`config.mk`:
```
export PLATFORM = sky130hd
export DESIGN_NAME = arbiter_mux64
export DESIGN_NICKNAME = d
export VERILOG_FILES = /design/src/rtl/arbiter_pkg.sv /design/src/rtl/rr_prio4.sv /design/src/rtl/arbiter_mux64.sv
export SDC_FILE = /design/constraint.sdc
export NUM_CORES = 1
export LEC_CHECK = 0
export CAP_MARGIN = 15
export CORE_AREA = 5 5 126 128
export CTS_CLUSTER_SIZE = 14
export DETAILED_ROUTE_END_ITERATION = 10
export DIE_AREA = 0 0 131 133
export PLACE_DENSITY = 0.81
export SLEW_MARGIN = 0
export SYNTH_ARGS = -nofsm -noshare
export SYNTH_HDL_FRONTEND = slang
export SYNTH_HIERARCHICAL = 1
export SYNTH_SLANG_ARGS = --single-unit
```
`constraint.sdc`:
```
create_clock -name clk -period 2.2 [get_ports clk]
set_clock_uncertainty 0.2 [all_clocks]
set_input_delay 0.44 -clock clk [delete_from_list [all_inputs] [get_ports clk]]
set_output_delay 0.44 -clock clk [all_outputs]
set_load 0.01 [all_outputs]
```
`src/rtl/arbiter_pkg.sv`:
```
// Shared types and helpers for the four-source round-robin operand arbiter.
// Contents: FSM state type, 3-bit selector type and its "no owner" code,
// and small helpers that turn a 2-bit winner index into selector and one-hot forms.
package arbiter_pkg;

  typedef enum logic {
    IDLE = 1'b0,
    BUSY = 1'b1
  } state_t;

  // Codes 3'b000..3'b011 pick sources A..D; every other code selects nothing.
  typedef logic [2:0] sel_t;

  localparam sel_t SEL_NONE = 3'b100;

  function automatic sel_t sel_of(input logic [1:0] w);
    return {1'b0, w};
  endfunction

  function automatic logic [3:0] onehot4(input logic [1:0] w);
    return 4'b0001 << w;
  endfunction

endpackage

```
`src/rtl/rr_prio4.sv`:
```
// Combinational round-robin pick over four requesters.
// Ports: Req/mask (4-bit request and exclusion mask), Ptr (first index scanned);
// Any (some unmasked request present), Win (first unmasked requester at or after Ptr, mod 4).
module rr_prio4 (
  input  logic [3:0] Req,
  input  logic [1:0] Ptr,
  input  logic [3:0] mask,
  output logic       Any,
  output logic [1:0] Win
);

  logic [3:0] eff;
  logic [1:0] idx;
  logic       found;

  always_comb begin
    eff   = Req & ~mask;
    Any   = |eff;
    Win   = Ptr;
    idx   = Ptr;
    found = 1'b0;
    // Scan Ptr, Ptr+1, ... with natural 2-bit wrap; the first hit wins.
    for (int i = 0; i < 4; i++) begin
      idx = Ptr + 2'(i);
      if (!found && eff[idx]) begin
        Win   = idx;
        found = 1'b1;
      end
    end
  end

endmodule

```
`src/rtl/arbiter_mux64.sv`:
```
// Four-requester round-robin arbiter feeding one WIDTH-bit word onto a valid/ready output stage.
// Ports: clk, reset (async active-low), Req[3:0], A..D source words, Ack[3:0] capture pulse,
// Seletor (owner code, 3'b100 when none), Saida/Valid/Ready output handshake.
// Optional: define ARB_BACK2BACK_EN to re-arbitrate on acceptance and load the next word without a bubble.
module arbiter_mux64
  import arbiter_pkg::*;
#(
  parameter int WIDTH = 64
) (
  input  logic             clk,
  input  logic             reset,
  input  logic [3:0]       Req,
  input  logic [WIDTH-1:0] A,
  input  logic [WIDTH-1:0] B,
  input  logic [WIDTH-1:0] C,
  input  logic [WIDTH-1:0] D,
  output logic [3:0]       Ack,
  output sel_t             Seletor,
  output logic [WIDTH-1:0] Saida,
  output logic             Valid,
  input  logic             Ready
);

  state_t           state_q, state_d;
  logic [1:0]       ptr_q, ptr_d;
  logic [1:0]       own_q, own_d;
  logic [WIDTH-1:0] saida_q, saida_d;
  sel_t             sel_q, sel_d;
  logic             valid_q, valid_d;
  logic [3:0]       ack_q, ack_d;

  logic [1:0]       arb_ptr;
  logic [3:0]       arb_mask;
  logic             arb_any;
  logic [1:0]       arb_win;
  logic [WIDTH-1:0] word_sel;
  logic             accept;

  // In IDLE the scan starts at the stored pointer. With back-to-back enabled, a BUSY
  // re-arbitration starts just past the owner and excludes it so it cannot win twice.
  always_comb begin
    arb_ptr  = ptr_q;
    arb_mask = 4'b0000;
`ifdef ARB_BACK2BACK_EN
    if (state_q == BUSY) begin
      arb_ptr  = own_q + 2'd1;
      arb_mask = onehot4(own_q);
    end
`endif
  end

  rr_prio4 u_rr_prio4 (
    .Req  (Req),
    .Ptr  (arb_ptr),
    .mask (arb_mask),
    .Any  (arb_any),
    .Win  (arb_win)
  );

  always_comb begin
    case (sel_of(arb_win))
      3'b000:  word_sel = A;
      3'b001:  word_sel = B;
      3'b010:  word_sel = C;
      3'b011:  word_sel = D;
      default: word_sel = '0;
    endcase
  end

  assign accept = valid_q && Ready;

  always_comb begin
    state_d = state_q;
    ptr_d   = ptr_q;
    own_d   = own_q;
    saida_d = saida_q;
    sel_d   = sel_q;
    valid_d = valid_q;
    ack_d   = 4'b0000;

    case (state_q)
      IDLE: begin
        if (arb_any) begin
          state_d = BUSY;
          own_d   = arb_win;
          saida_d = word_sel;
          sel_d   = sel_of(arb_win);
          ack_d   = onehot4(arb_win);
          valid_d = 1'b1;
        end
      end
      BUSY: begin
        // Output stays frozen until the consumer takes it; Req is not looked at here
        // unless back-to-back re-arbitration is enabled.
        if (accept) begin
          ptr_d = own_q + 2'd1;
`ifdef ARB_BACK2BACK_EN
          if (arb_any) begin
            own_d   = arb_win;
            saida_d = word_sel;
            sel_d   = sel_of(arb_win);
            ack_d   = onehot4(arb_win);
            valid_d = 1'b1;
          end else begin
            state_d = IDLE;
            valid_d = 1'b0;
            sel_d   = SEL_NONE;
          end
`else
          state_d = IDLE;
          valid_d = 1'b0;
          sel_d   = SEL_NONE;
`endif
        end
      end
      default: begin
        state_d = IDLE;
        valid_d = 1'b0;
        sel_d   = SEL_NONE;
      end
    endcase
  end

  always_ff @(posedge clk or negedge reset) begin
    if (!reset) begin
      state_q <= IDLE;
      ptr_q   <= 2'd0;
      own_q   <= 2'd0;
      saida_q <= '0;
      sel_q   <= SEL_NONE;
      valid_q <= 1'b0;
      ack_q   <= 4'b0000;
    end else begin
      state_q <= state_d;
      ptr_q   <= ptr_d;
      own_q   <= own_d;
      saida_q <= saida_d;
      sel_q   <= sel_d;
      valid_q <= valid_d;
      ack_q   <= ack_d;
    end
  end

  assign Ack     = ack_q;
  assign Seletor = sel_q;
  assign Saida   = saida_q;
  assign Valid   = valid_q;

endmodule
```
Word-level counts from Yosys, hierarchy flattened --
Index checks and enable logic that the tools add are counted.
Word-level totals: register bits 77, input port bits 263, output and inout port bits 72, word-level logic and storage cells 60
Operators by class: add/subtract/negate cells 4, magnitude comparators 4, equal/unequal tests 5, shift-type cells 1, muxes and demuxes 26, bitwise gates (word level) 1, reductions and logical operators 12
Operators with widths (count):
- case mux 64 bit (4 select lines) | 1
- less-than comparator 2 x 3 -> 1 bit (second input constant) | 4
- two-way mux 1 bit | 11
- binary-select mux 1 bit (select 2 bit) | 4
- two-way mux 4 bit | 2
- two-way mux 2 bit | 3
- two-way mux 3 bit | 2
- case mux 3 bit (2 select lines) | 1
- AND reduction 2 bit | 3
- adder 2 x 1 -> 2 bit (second input constant) | 2
- adder 2 bit (second input constant) | 2
- == test 2 bit (second input constant) | 2
- logical AND 1 bit | 4
- case mux 1 bit (2 select lines) | 2
- OR reduction 4 bit | 1
- left shift 1 x 2 -> 4 bit (first input constant) | 1
- zero test 1 bit | 3
- == test 2 x 1 -> 1 bit (second input constant) | 1
- zero test 2 bit | 1
- inequality test 2 x 1 -> 1 bit (second input constant) | 1
- inequality test 2 bit (second input constant) | 1
- inverter 1 bit | 1

Depth between registers and ports, before layout --
Gate-level depths: netlist of the first run.
depth after elaboration 15, gate-level depth with buffers 9

Modules after synthesis --
The synthesis of the first run kept the hierarchy.
Modules (own cells, without submodules):
- arbiter_mux64 | times used 1, cells each 257, area an instance 4441.8 um2, seq. area each 1928.1 um2
- rr_prio4 | times used 1, cells each 20, area an instance 138.9 um2, seq. area each 0.0 um2

Worst setup path after synthesis of the first run --
OpenSTA, ideal clock, no wires.
kind input to register, start point input Req[0], end point register saida_q[0] (netlist: Saida[0]), arrival time 2.181 ns, path slack -0.306 ns, stages 8, path buffers 2, cells stage by stage nor3b_2 a211oi_2 a21oi_1 a31oi_1 buf_6 buf_2 mux4_2 mux2_2
Between the ends: word-level cells in the longest chain between the ends 14, elaborated cells on any way between the ends 27, those cells by class eq/ne (3); mux (15); reduce/logical (9)
Ends and longest elaborated chain:
- start: declaration | RTL line arbiter_mux64.sv:12 | input logic [3:0] Req,
- binary-select mux 1 bit (select 2 bit) | RTL line rr_prio4.sv:25 | if (!found && eff[idx]) begin
- two-way mux 1 bit (not written as such) | RTL line rr_prio4.sv:25
- two-way mux 1 bit | RTL line rr_prio4.sv:25
- zero test 1 bit | RTL line rr_prio4.sv:25
- logical AND 1 bit | RTL line rr_prio4.sv:25
- two-way mux 1 bit | RTL line rr_prio4.sv:25
- zero test 1 bit | RTL line rr_prio4.sv:25
- logical AND 1 bit | RTL line rr_prio4.sv:25
- two-way mux 1 bit | RTL line rr_prio4.sv:25
- zero test 1 bit | RTL line rr_prio4.sv:25
- logical AND 1 bit | RTL line rr_prio4.sv:25
- two-way mux 2 bit (*) | RTL line rr_prio4.sv:25
- via arb_win[0] | RTL line arbiter_mux64.sv:35 | logic [1:0] arb_win;
- == test 2 bit (tied with other cells) | RTL line arbiter_mux64.sv:61 | case (sel_of(arb_win))
- case mux 64 bit (4 select lines) (*) | RTL line arbiter_mux64.sv:61
- end signal: assignment | RTL line arbiter_mux64.sv:137 | saida_q <= saida_d;
- end: declaration | RTL line arbiter_mux64.sv:27 | logic [WIDTH-1:0] saida_q, saida_d;
The timed path passes the listed nets; every way through them passes the cells marked *. The select of a mux whose other input is x is not followed. A chain may end at the register's enable or synchronous reset.

Worst setup path in the final report of the first run --
start point input Req[1], end point register saida_q[47] (netlist: Saida[47])
Same word-level chain as after synthesis.

==> reports/results.ini, run 1 <==
[power]
power.leakage_nw = 3.60
peakVddDrop_v = 0.000514
power.density_nw_per_um2 = 1140

[grt]
gr-total-overflow = 0
grt_pass1_wl_um = 26200
track_usage = 0.200
grt_pass1_vias = 4918
antenna_found_initial = 0
grt_max_degree = 41

[detailed_routing]
drt_iter0_drc = 99
dr.pass1.iters = 4
wl_um = 18700
wl_met3_um = 1830
vias = 4256
routedWlPerCell_um = 22.1
wl_met2_um = 9980
avgViaCountPerCell = 5.02
route.antenna.remaining_nets = 0
top_layer_used = met4
drc = 0
wl_met1_um = 6410

[placement]
gp_congestion = 0.816
placed_area_um2 = 8380
dpl_worst_slack_ns = -0.895
numPortBuffers = 334
dpl.hpwl_um = 14000

[finish]
area_growth_pct = 98.9
layout.nets = 918
drive_above_1_share = 0.321
stdcell_area_um2 = 9110
final_core_util = 0.618
antennaDiodeCount = 0

[sta]
setup_slack_ns = -0.228
min_period_ns = 2.43
finalCritPeriodShare = 1.10
rsz0062_at_grt = true
whs_ns = 0.304
hold_viol = 0
timing.fmax_mhz = 412
finalSetupViolCount = 64
report.final.slew_viol_count = 0

[yosys]
synth_cell_types = 32
synthCells = 277
yosys.area.top_type_share = 0.415
synth_largest_area_cell = dfrtp_1
async_reset_ff_frac = 1.00
synth_seq_cells = 77
synth_area_per_cell_um2 = 16.5
syn-cell-area_um2 = 4580
yosys_warnings = 6
synth_edf_count = 0
synthFlopType = dfrtp_1
ys_top_cells_by_area = dfrtp_1, mux4_2, mux2_2
ys_seq_area_frac = 0.421

[outcome]
outcome = finished, violations left
violations = negative setup slack

[worst_setup_path]
cp-start-kind = input port
crit_fanout = 5
setup.worst_path.class = input port to register
worstPathCellList = dlygate4sd2_1, nand2b_4, a211oi_2, a21oi_2, a31oi_4, buf_6, buf_12, buf_16, mux4_2, mux2_4
end_kind = register
critical_path_arrival_ns = 2.44
required_ns = 2.22
slowest_stage = mux4_2
slowest_delay_ns = 0.49

[die]
die_h_um = 133
initial_core_util = 0.311
die_w_um = 131
ios = 335
fp.coreArea_um2 = 14800
fp.dieArea_um2 = 17400
rows = 45

[clock_tree]
clkTransAtPathRegs_ns = 0.05
clkSinkCount = 77
clock_path_buffers = 2
cts_tree = done
clkLatencyLatePin_ns = 0.33
numCtsBuffers = 9
htree_levels = 3
root_buffer = clkbuf_16

[run]
maxCapViolCount = 0

[hold_path]
hold_class = register to register

kinds of logic after synthesis:
| group | after synthesis | synth area share |
|---|---|---|
| compound gates | 13 | 0.0188 |
| simple gates | 24 | 0.0339 |
| xor+xnor | 1 | 0.00191 |
| flops | 77 | 0.421 |
| mux | 130 | 0.485 |
| buf+inv | 31 | 0.0385 |
| other cells | 1 | 0.000819 |
worst max-delay path, delay by kind of cell:
family	cells	cell delay, ns
compound gates	3	0.50
buf+inv	4	0.66
mux	2	0.76
simple gates	1	0.07
stage by stage:
step,power (mW),instances,TNS (ns)
after floorplan,5.47,284,-12.38
after global placement,7.95,810,-50.75
after detailed placement,8.12,810,-57.43
after CTS,10.3,842,-15.31
after global routing,10.9,848,-18.17
final,10.3,848,-11.68
cell usage after synthesis (3+ instances only):
master    instances
a21oi_1           3
buf_2            16
clkbuf_1          6
dfrtp_1          76
inv_1             6
mux2_2           56
mux2_4           10
mux4_2           64
nor2_1            5
nor2b_1           3
o21ai_0           3
sequential cells by signal (all words and copies together), names as in the netlist:
| signal | flops |
|---|---|
| Valid | 1 |
| Saida | 64 |
| own_q | 2 |
| arb_ptr | 2 |
| state_q | 1 |
| Seletor | 3 |
| Ack | 4 |
cells in the final DEF (no fill, tap or decap), types with 3 or more instances in the layout:
master	count
nor2b_4	3
mux4_2	64
buf_12	8
clkbuf_16	13
conb_1	8
clkbuf_1	3
buf_4	25
buf_6	11
mux2_2	34
nor2_1	4
inv_1	6
a21oi_2	3
clkdlybuf4s50_1	329
mux2_4	32
dfrtp_1	75
clkbuf_8	3
cell type report:
| class | count | area (um^2) |
|---|---|---|
| clock buffers | 15 | 278 |
| fillers | 1147 | 5640 |
| repair buffers | 384 | 3960 |
| flip-flops and latches | 77 | 1930 |
| well taps | 188 | 235 |
| inverters | 6 | 22.5 |
| clock inverters | 1 | 5.00 |
| multi-input cells | 177 | 2680 |
where the power goes:
part,internal (mW),switching (mW)
sequential,2.12,0.427
clock,0.856,0.557
combinational,4.12,2.26
final timing paths:
path / slack [ns] / to / from / cells past startpoint
min in group asynchronous: 0.31 / Valid / reset / 2
max in group asynchronous: 0.91 / Saida[55] / reset / 3
min reg2reg: 0.30 / Saida[41] / Saida[41] / 1
max: -0.23 / Saida[47] / Req[1] / 10
min: 0.30 / Saida[41] / Saida[41] / 1
max reg2reg: -0.22 / Saida[47] / arb_ptr[0] / 9
routing by layer:
metal  vias up  GRT usage
li1       1850          -
met1      2131      0.211
met2       240      0.368
met3        35     0.0589
met4         0     0.0743
met5         -          0
repair_timing:
action	CTS	global route
gates resized for setup	47	10
setup buffers	11	4
endpoints found under the setup margin	70	67
pin swaps	6	4
hold buffers	1	0
endpoints found under the hold margin	14	0
cloned	4	6
(Power assumes the default switching activity.)
==> run 2, diff against run 1 <==
--- a/config.mk
+++ b/config.mk
@@ -11,6 +11,7 @@
 export DETAILED_ROUTE_END_ITERATION = 10
 export DIE_AREA = 0 0 131 133
 export PLACE_DENSITY = 0.81
+export SKIP_CTS_REPAIR_TIMING = 1
 export SLEW_MARGIN = 0
 export SYNTH_ARGS = -nofsm -noshare
 export SYNTH_HDL_FRONTEND = slang
==> run 2 against run 1 <==
Compared with the run above: the run still ends with negative setup slack left; die area did not move; power grew 0.51%; global-route usage is 0.95 points lower; routed wire length decreased by 2.9%; hold slack improved by 0.0057 ns; sequential power barely moved; setup slack got worse by 0.0069 ns; design area is essentially flat; sequential cell count did not move; clock-buffer cell count stayed put; critical endpoint is now Saida[8].
==> reports/results.ini, run 2 (synthesis results as in run 1) <==
[sta]
finalSetupViolCount = 64
report.final.slew_viol_count = 0
finalCritPeriodShare = 1.11
min_period_ns = 2.43
timing.fmax_mhz = 411
hold_viol = 0
rsz0062_at_grt = true
setup_slack_ns = -0.235

[outcome]
outcome = finished, violations left
violations = negative setup slack

[hold_path]
hold_class = input port to asynchronous set/reset pin

[power]
power.total_mw = 10.4
power.density_nw_per_um2 = 1140
peakVddDrop_v = 0.000509
power.leakage_nw = 3.65

[clock_tree]
clkTransAtPathRegs_ns = 0.06
clkLatencyLatePin_ns = 0.33
root_buffer = clkbuf_16
clkSinkCount = 77
clock_path_buffers = 2
numCtsBuffers = 9
cts_tree = done
htree_levels = 3

[finish]
area_growth_pct = 99.1
stdcell_area_um2 = 9120
mostFrequentLayoutCell = clkdlybuf4s50_1
final_cells = 838
fill_cells = 1143
largest_reg_flops = 64
final_core_util = 0.618
drive_above_1_share = 0.306
antennaDiodeCount = 0
mostFrequentLayoutCells = clkdlybuf4s50_1, dfrtp_1, mux4_2
layout.nets = 908

[die]
die_w_um = 131
initial_core_util = 0.311
ios = 335
fp.dieArea_um2 = 17400
fp.coreArea_um2 = 14800
rows = 45
die_h_um = 133

[placement]
placed_area_um2 = 8380
numPortBuffers = 334
gp_congestion = 0.816
dpl.hpwl_um = 14000
dpl_worst_slack_ns = -0.895
place_inst = 810

[detailed_routing]
routedWlPerCell_um = 21.7
avgViaCountPerCell = 5.04
drc = 0
dr.pass1.iters = 4
vias = 4221
drt_iter0_drc = 99
wl_um = 18200
route.antenna.remaining_nets = 0

[worst_setup_path]
setup.worst_path.class = register to register
reg2reg_to = Saida[8]
cp.buffers_inverters = 2
slowest_stage = mux4_2
r2r-start = arb_ptr[1]
end_kind = register
slowest_delay_ns = 0.51
r2r_slack_ns = -0.23
critical_path_arrival_ns = 2.45
required_ns = 2.21
reg2reg_depth = 7
cpLargestDelayFamily = multiplexers
crit_fanout = 7
worstPathCellList = a211oi_4, a21oi_2, a31oi_4, clkbuf_16, buf_6, mux4_2, mux2_4
cp-start-kind = register

[grt]
track_usage = 0.191
grt_pass1_wl_um = 25200
antenna_found_initial = 0
grt_pass1_vias = 4801
gr-total-overflow = 0
grt_max_degree = 41

[run]
maxCapViolCount = 0

[run 2: changes by cell type in the layout (fill, tap and decap cells not counted), sizes merged]
cell           change
clkdlybuf4s15      -1
nand2              -1
clkbuf             -1
dlymetal6s2s       +4
buf                -9
dlygate4sd2        -2
[run 2: power by group]
group | internal, mW | switching (mW)
Combinational | 4.20 | 2.21
Sequential | 2.12 | 0.438
Clock | 0.857 | 0.568
Total | 7.18 | 3.22
[run 2: area by class of cell]
type / instances / area (um^2) / area share
Timing Repair Buffer: 375 / 3920 / 0.429
Multi-Input combinational cell: 176 / 2730 / 0.300
Sequential cell: 77 / 1930 / 0.212
Clock buffer: 15 / 278 / 0.0305
Tap cell: 188 / 235 / 0.0258
Inverter: 6 / 22.5 / 0.00247
Clock inverter: 1 / 5.00 / 0.000549
[run 2: metrics by stage]
stage | TNS [ns] | hold slack (ns)
finish | -12.70 | 0.310
floorplan | -12.38 | -0.0556
CTS | -31.62 | -0.243
global placement | -50.75 | 0.118
global route | -18.22 | 0.326
detailed placement | -57.43 | 0.122
[run 2: worst max path at each step]
stage / to / cells after the start / from / slack [ns]
floorplan: Saida[25] / 9 / Req[2] / -0.25
global placement: Saida[32] / 8 / Req[1] / -0.79
detailed placement: Saida[2] / 9 / Req[0] / -0.89
CTS: Saida[2] / 9 / Req[0] / -0.53
global route: Saida[33] / 8 / arb_ptr[0] / -0.32
finish: Saida[8] / 7 / arb_ptr[1] / -0.23
[run 2: routing by layer]
metal,vias up,share of wire,GRT usage
met1,2124,0.35,0.203
met4,0,0.028,0.0766
met5,-,0,0
met2,236,0.52,0.342
met3,36,0.10,0.0606
li1,1825,-,-
